<file path="src/rtl/vga_capture.sv">
// VGA sink: rebuilds pixel coordinates from HSYNC/VSYNC/BLANK_N, emits framebuffer
// writes, and checks line/frame timing to report lock status.
module vga_capture #(
    parameter int unsigned H_ACTIVE = 640,
    parameter int unsigned V_ACTIVE = 480,
    parameter int unsigned H_TOTAL  = 800,
    parameter int unsigned V_TOTAL  = 525
) (
    input  logic        clk,
    input  logic        rst,
    input  logic        VGA_HSYNC,
    input  logic        VGA_VSYNC,
    input  logic        VGA_BLANK_N,
    input  logic [7:0]  vga_r,
    input  logic [7:0]  vga_g,
    input  logic [7:0]  vga_b,
    output logic        wr_en,
    output logic [9:0]  wr_x,
    output logic [8:0]  wr_y,
    output logic [23:0] wr_data,
    output logic        frame_start,
    output logic        frame_done,
    output logic        locked,
    output logic        line_err,
    output logic        frame_err,
    output logic [15:0] frame_cnt
);
    localparam logic [10:0] HT = 11'(H_TOTAL);
    localparam logic [9:0]  HA = 10'(H_ACTIVE);
    localparam logic [8:0]  VA = 9'(V_ACTIVE);
    localparam logic [9:0]  VT = 10'(V_TOTAL);

    typedef enum logic [1:0] {UNLOCKED, ACQUIRE, LOCKED} state_t;
    state_t state, state_next;

    logic        hs1, vs1, bl1, hs_prev, vs_prev;
    logic [23:0] rgb1;
    logic [10:0] hclk;
    logic [9:0]  px_cnt, lines_in_frame;
    logic [8:0]  act_lines;
    logic        err_seen, hchk;

    logic        hfall, vfall, line_bad, frame_bad;
    logic        frame_err_now, frame_done_now, pix, wr_now;
    logic [9:0]  px_base, lines_after;
    logic [8:0]  act_after, act_base;

    // Line close is folded in before frame close so a shared edge counts its own line.
    always_comb begin
        hfall    = hs_prev & ~hs1;
        vfall    = vs_prev & ~vs1;
        line_bad = hfall && ((hchk && hclk != HT) || (px_cnt != '0 && px_cnt != HA));

        act_after = act_lines;
        if (hfall && px_cnt != '0 && act_lines != '1)
            act_after = act_lines + 9'd1;
        lines_after = lines_in_frame;
        if (hfall && lines_in_frame != '1)
            lines_after = lines_in_frame + 10'd1;

        frame_bad      = (lines_after != VT) || (act_after != VA) || err_seen || line_bad;
        frame_err_now  = vfall && (state != UNLOCKED) && frame_bad;
        frame_done_now = vfall && (state == LOCKED) && !frame_bad;

        px_base  = hfall ? '0 : px_cnt;
        act_base = vfall ? '0 : act_after;
        pix      = bl1 && (state != UNLOCKED);
        wr_now   = pix && (px_base < HA) && (act_base < VA);
    end

    always_comb begin
        state_next = state;
        unique case (state)
            UNLOCKED: if (vfall) state_next = ACQUIRE;
            ACQUIRE:  if (vfall && !frame_bad) state_next = LOCKED;
            LOCKED:   if (line_bad || frame_err_now) state_next = ACQUIRE;
            default:  state_next = UNLOCKED;
        endcase
    end

    always_ff @(posedge clk) begin
        if (rst) begin
            hs1            <= 1'b1;
            vs1            <= 1'b1;
            bl1            <= 1'b0;
            rgb1           <= '0;
            hs_prev        <= 1'b1;
            vs_prev        <= 1'b1;
            state          <= UNLOCKED;
            hclk           <= '0;
            hchk           <= 1'b0;
            px_cnt         <= '0;
            act_lines      <= '0;
            lines_in_frame <= '0;
            err_seen       <= 1'b0;
            wr_en          <= 1'b0;
            wr_x           <= '0;
            wr_y           <= '0;
            wr_data        <= '0;
            frame_start    <= 1'b0;
            frame_done     <= 1'b0;
            line_err       <= 1'b0;
            frame_err      <= 1'b0;
            locked         <= 1'b0;
            frame_cnt      <= '0;
        end else begin
            hs1     <= VGA_HSYNC;
            vs1     <= VGA_VSYNC;
            bl1     <= VGA_BLANK_N;
            rgb1    <= {vga_r, vga_g, vga_b};
            hs_prev <= hs1;
            vs_prev <= vs1;
            state   <= state_next;

            // hclk restarts at 1 so it equals the fall-to-fall period at the next fall.
            if (hfall) begin
                hclk <= 11'd1;
                hchk <= 1'b1;
            end else if (hclk != '1) begin
                hclk <= hclk + 11'd1;
            end

            if (pix && px_base != '1)
                px_cnt <= px_base + 10'd1;
            else
                px_cnt <= px_base;

            if (vfall) begin
                act_lines      <= '0;
                lines_in_frame <= '0;
                err_seen       <= 1'b0;
            end else begin
                act_lines      <= act_after;
                lines_in_frame <= lines_after;
                err_seen       <= err_seen | line_bad;
            end

            wr_en <= wr_now;
            if (wr_now) begin
                wr_x    <= px_base;
                wr_y    <= act_base;
                wr_data <= rgb1;
            end

            frame_start <= vfall;
            frame_done  <= frame_done_now;
            line_err    <= line_bad;
            frame_err   <= frame_err_now;
            locked      <= (state_next == LOCKED);
            if (frame_done_now)
                frame_cnt <= frame_cnt + 16'd1;
        end
    end
endmodule
</file>
<file path="config.mk">
export PLATFORM = sky130hd
export DESIGN_NAME = vga_capture
export DESIGN_NICKNAME = d
export VERILOG_FILES = /design/src/rtl/vga_capture.sv
export SDC_FILE = /design/constraint.sdc
export NUM_CORES = 1
export LEC_CHECK = 0
export ABC_AREA = 1
export BUFFER_PORTS_ARGS = -buffer_cell sky130_fd_sc_hd__buf_4
export CAP_MARGIN = 20
export CELL_PAD_IN_SITES_DETAIL_PLACEMENT = 2
export CELL_PAD_IN_SITES_GLOBAL_PLACEMENT = 2
export CORE_UTILIZATION = 28
export CTS_BUF_LIST = sky130_fd_sc_hd__clkbuf_8 sky130_fd_sc_hd__clkbuf_16
export DETAILED_ROUTE_END_ITERATION = 10
export GPL_ROUTABILITY_DRIVEN = 0
export PLACE_DENSITY_LB_ADDON = 0.1
export SETUP_SLACK_MARGIN = 0.5
export SLEW_MARGIN = 30
export SYNTH_ARGS = -nofsm -noshare
export SYNTH_HDL_FRONTEND = slang
export SYNTH_SLANG_ARGS = --single-unit
</file>
<file path="constraint.sdc">
create_clock -name clk -period 2.2 [get_ports clk]
set_input_delay 0.44 -clock clk [delete_from_list [all_inputs] [get_ports clk]]
set_output_delay 0.44 -clock clk [all_outputs]
set_load 0.03 [all_outputs]
</file>
==> reports/results.md <==
• finished with violations — outcome
• setup timing — violations in the final reports
• 0.391 — GR Util met2
• 6235 — Via Count
• yes — setup repair after global routing missed its margin
• 4.13 nW — Lkg Pwr
• 4 — 1st-pass router iterations
• 583 ps — Worst-Margin Slew
• 430 ps — worst-skew pair later-pin latency
• 2500 ps — worst endpoint required time
• 2730 ps — data arrival time of the critical path
• 138 — synthesis-stage register bit count
• 842 — Mapped Cells
• 0.00156 W — power spent charging and discharging nets
• 0 — Synth warnings
• dfxtp_1 — primary flip-flop cell chosen by synthesis mapping
• in2reg — type of the most critical hold path
• 198 ps — Fin Hold WS
• 0.253 — proportion of total power due to net switching
• frame_cnt[13] — Worst Setup EP
• 23400 µm — wire length reported by the detailed router
• 878 — nets in the synthesized netlist
• 2 — Max Root-Sink Buffers
• 0.217 — total routing resource utilization after global routing
• 0.612 — relative slew slack
• act_lines[0] — r2r startpoint
• 176 x nor2_1, 141 x nand2_1, 138 x dfxtp_1 — leading post-synthesis cells by instance count
• 60 ps — clock edge transition at the registers on the reported setup and hold paths
• 0 — aggregate global routing overflow
• 63 — pin count of the biggest net entering global routing
• 0.505 — clock share of power
• nor2_1 — most common cell in the netlist
• 4 — deepest level of the CTS H-tree
• 0.0500 — GRT met3 Usage
• 6985 — number of global-route vias before repair
• 2412 — number of fill cells
• 0.00459 W — Internal Dissipation
• 0.421 — Flop pwr share
• 14900 µm — sum of net half-perimeters after detailed placement
• 411 MHz — upper clock frequency limit
• 0 — count of flip-flops with a built-in enable after synthesis
• 0.251 — GR met1 Demand/Resource
• 0 — max-capacitance violation count
• 2430 ps — minimum clock period after layout
• 4.68 — vias per cell
• -267 ps — Post-Place Worst Slack
• 0.361 — layout cells sized above 1
• 0.0210 mm² — area of the placeable core
• 0 — number of design rule violations left after detail routing
• dfxtp_1 — largest area contributor in the synthesized netlist
• built — clock tree from TritonCTS
• 17 — worst reg2reg path depth
• 17 — number of buffers added by the clock tree synthesis step
• 148 µm — height of the chip
• 1.11 — period utilisation layout
• 1081 — Post-layout nets
• 669 mW/mm² — power density of the placed cells
• 0 — fraction of synthesis flops using an asynchronous set or reset pin
• 34 — count of cell types in the netlist
• 525 µV — peak supply drop
• 0 — Diodes inserted
• 7.09 µm² — Post-Synthesis Mean Instance Area
• met2 — Top Usage Layer GRT
• 0 — number of routed nets with antenna violations
• 17.5 µm — detailed-route wire length per cell
• 16.2 ps — maximum clock skew at final layout
• 36600 µm — first-pass GRT wire length
• frame_cnt[13] — capturing point of the worst reg2reg path
• 0.285 — starting density of the core
• act_lines[0] — Setup crit start
• 0.074 — share of total power in combinational logic
• 0 — number of antenna violations at the first check in global routing
• -231 ps — crit path setup slack, layout
• flip-flop — critical path launch point type
• 0.0219 mm² — total die area
• 0.463 — area fraction of the dominant cell type after synthesis
• 220 — starting DRC count in detailed routing
• 0.00597 mm² — Synth Cell Area
• -230 ps — R2R setup slack
• dfxtp_1 46%, nor2_1 11%, nand2_1 8.9% — largest cells by area after synthesis
• 54.0% — synthesis-to-layout area growth
• 93 — PortBufs
• 0 — hold_buf cts
• reg2reg — category of the critical setup timing path
• 0.463 — sequential area share after synthesis
• 0.00615 W — power consumption
• 138 — clk sinks
• 148 µm — die outline width
• 53 — Placement Rows
• flip-flop — type of destination of the critical path
• 94 — io pins
• 0 — final count of pins violating max slew
• 65 — Setup violations, final
• 8 — largest fanout on the critical path
• 0 — Hold Fails Final Rpt
• clkbuf_16 — Clk Tree Root Cell
worst max-delay path: stages (launching register included):
cell	delay, ps
dfxtp_2	350
ha_4	150
nand2_4	60
nor4_4	170
ha_4	230
inv_6	60
buf_6	100
nand4_1	110
nand3_1	110
nor2_2	110
nand3_2	90
nor2_2	120
nand3_2	120
clkinv_4	140
clkbuf_16	160
nand4_1	80
nand2_1	100
nor2_2	40
what timing repair did:
item / in CTS / in global routing
gates cloned: 2 / 1
endpoints found under the setup margin: 90 / 95
pin swaps: 27 / 30
setup buffers: 22 / 16
gates resized for setup: 79 / 93
metrics by stage:
step | instance area [µm²] | std cells | util | setup TNS [ps]
floorplan | 6080 | 842 | - | 0
global route | 9190 | 1333 | 0.439 | -19480
finish | 9190 | 1333 | 0.439 | -7960
detailed placement | 7560 | 1260 | 0.361 | -9740
global placement | 7560 | 1260 | 0.361 | -2420
CTS | 8720 | 1316 | 0.416 | -10020
layout make-up:
class / count / area, µm² / share of cell area
clock buffer: 18 / 439 / 0.0478
clock inverter: 14 / 188 / 0.0204
inverter: 132 / 528 / 0.0574
multi-input combinational: 546 / 3120 / 0.340
sequential: 138 / 2780 / 0.302
tap: 275 / 344 / 0.0374
timing repair buffer: 210 / 1790 / 0.195
kinds of logic (layout without fill, tap and decap cells):
family / Yosys count / in the layout / synth area share
DFF: 138 / 138 / 0.463
AOI/OAI and AO/OA: 87 / 87 / 0.0767
adders and majority gates: 7 / 7 / 0.0147
buffers and inverters: 159 / 374 / 0.110
and+or+nand+nor: 444 / 445 / 0.326
xor gates and xnor gates: 7 / 7 / 0.0103
layer usage:
layer	wire (µm)	up-vias	part of all wire
li1	-	3048	-
met1	9940	3053	0.43
met2	12200	101	0.52
met3	846	33	0.036
met4	408	0	0.017
met5	0	-	0
flip-flops by register name, summed over array words and instances (netlist names), 2 cells and up:
register,cells
rgb1,24
frame_cnt,16
wr_x,10
act_lines,9
lines_in_frame,10
wr_y,9
wr_data,24
state,2
px_cnt,10
hclk,11
power groups by stage:
stage | combinational [W] | clock (W) | sequential, W
detailed placement | 0.000380 | 0 | 0.00264
global route | 0.000496 | 0.00329 | 0.00259
CTS | 0.000415 | 0.00318 | 0.00258
floorplan | 0.000174 | 0 | 0.00267
finish | 0.000454 | 0.00311 | 0.00259
global placement | 0.000362 | 0 | 0.00263
worst min-delay path by stage:
stage              start  depth (start not counted)      end  slack [ps]
6_report       VGA_VSYNC                          2      vs1         200
5_1_grt        VGA_VSYNC                          2      vs1         190
4_1_cts        VGA_VSYNC                          2      vs1         180
3_5_place_dp         vs1                          2  vs_prev         410
3_3_place_gp         vs1                          2  vs_prev         400
2_1_floorplan        vs1                          2  vs_prev         390
cells in the final DEF, fill, tap and decap left out, types with 13 or more instances in the layout:
master and n:
buf_4 181, nor2_1 153, dfxtp_1 127, nand2_1 120
inv_1 114, nand3_1 42, nand4_1 30, o21ai_0 28
a21oi_1 19, nand2_2 18, clkbuf_16 18, buf_6 18
o21ai_1 16, nand3_2 14, nor2_2 14, nor2_4 13
(Power assumes the default switching activity.)
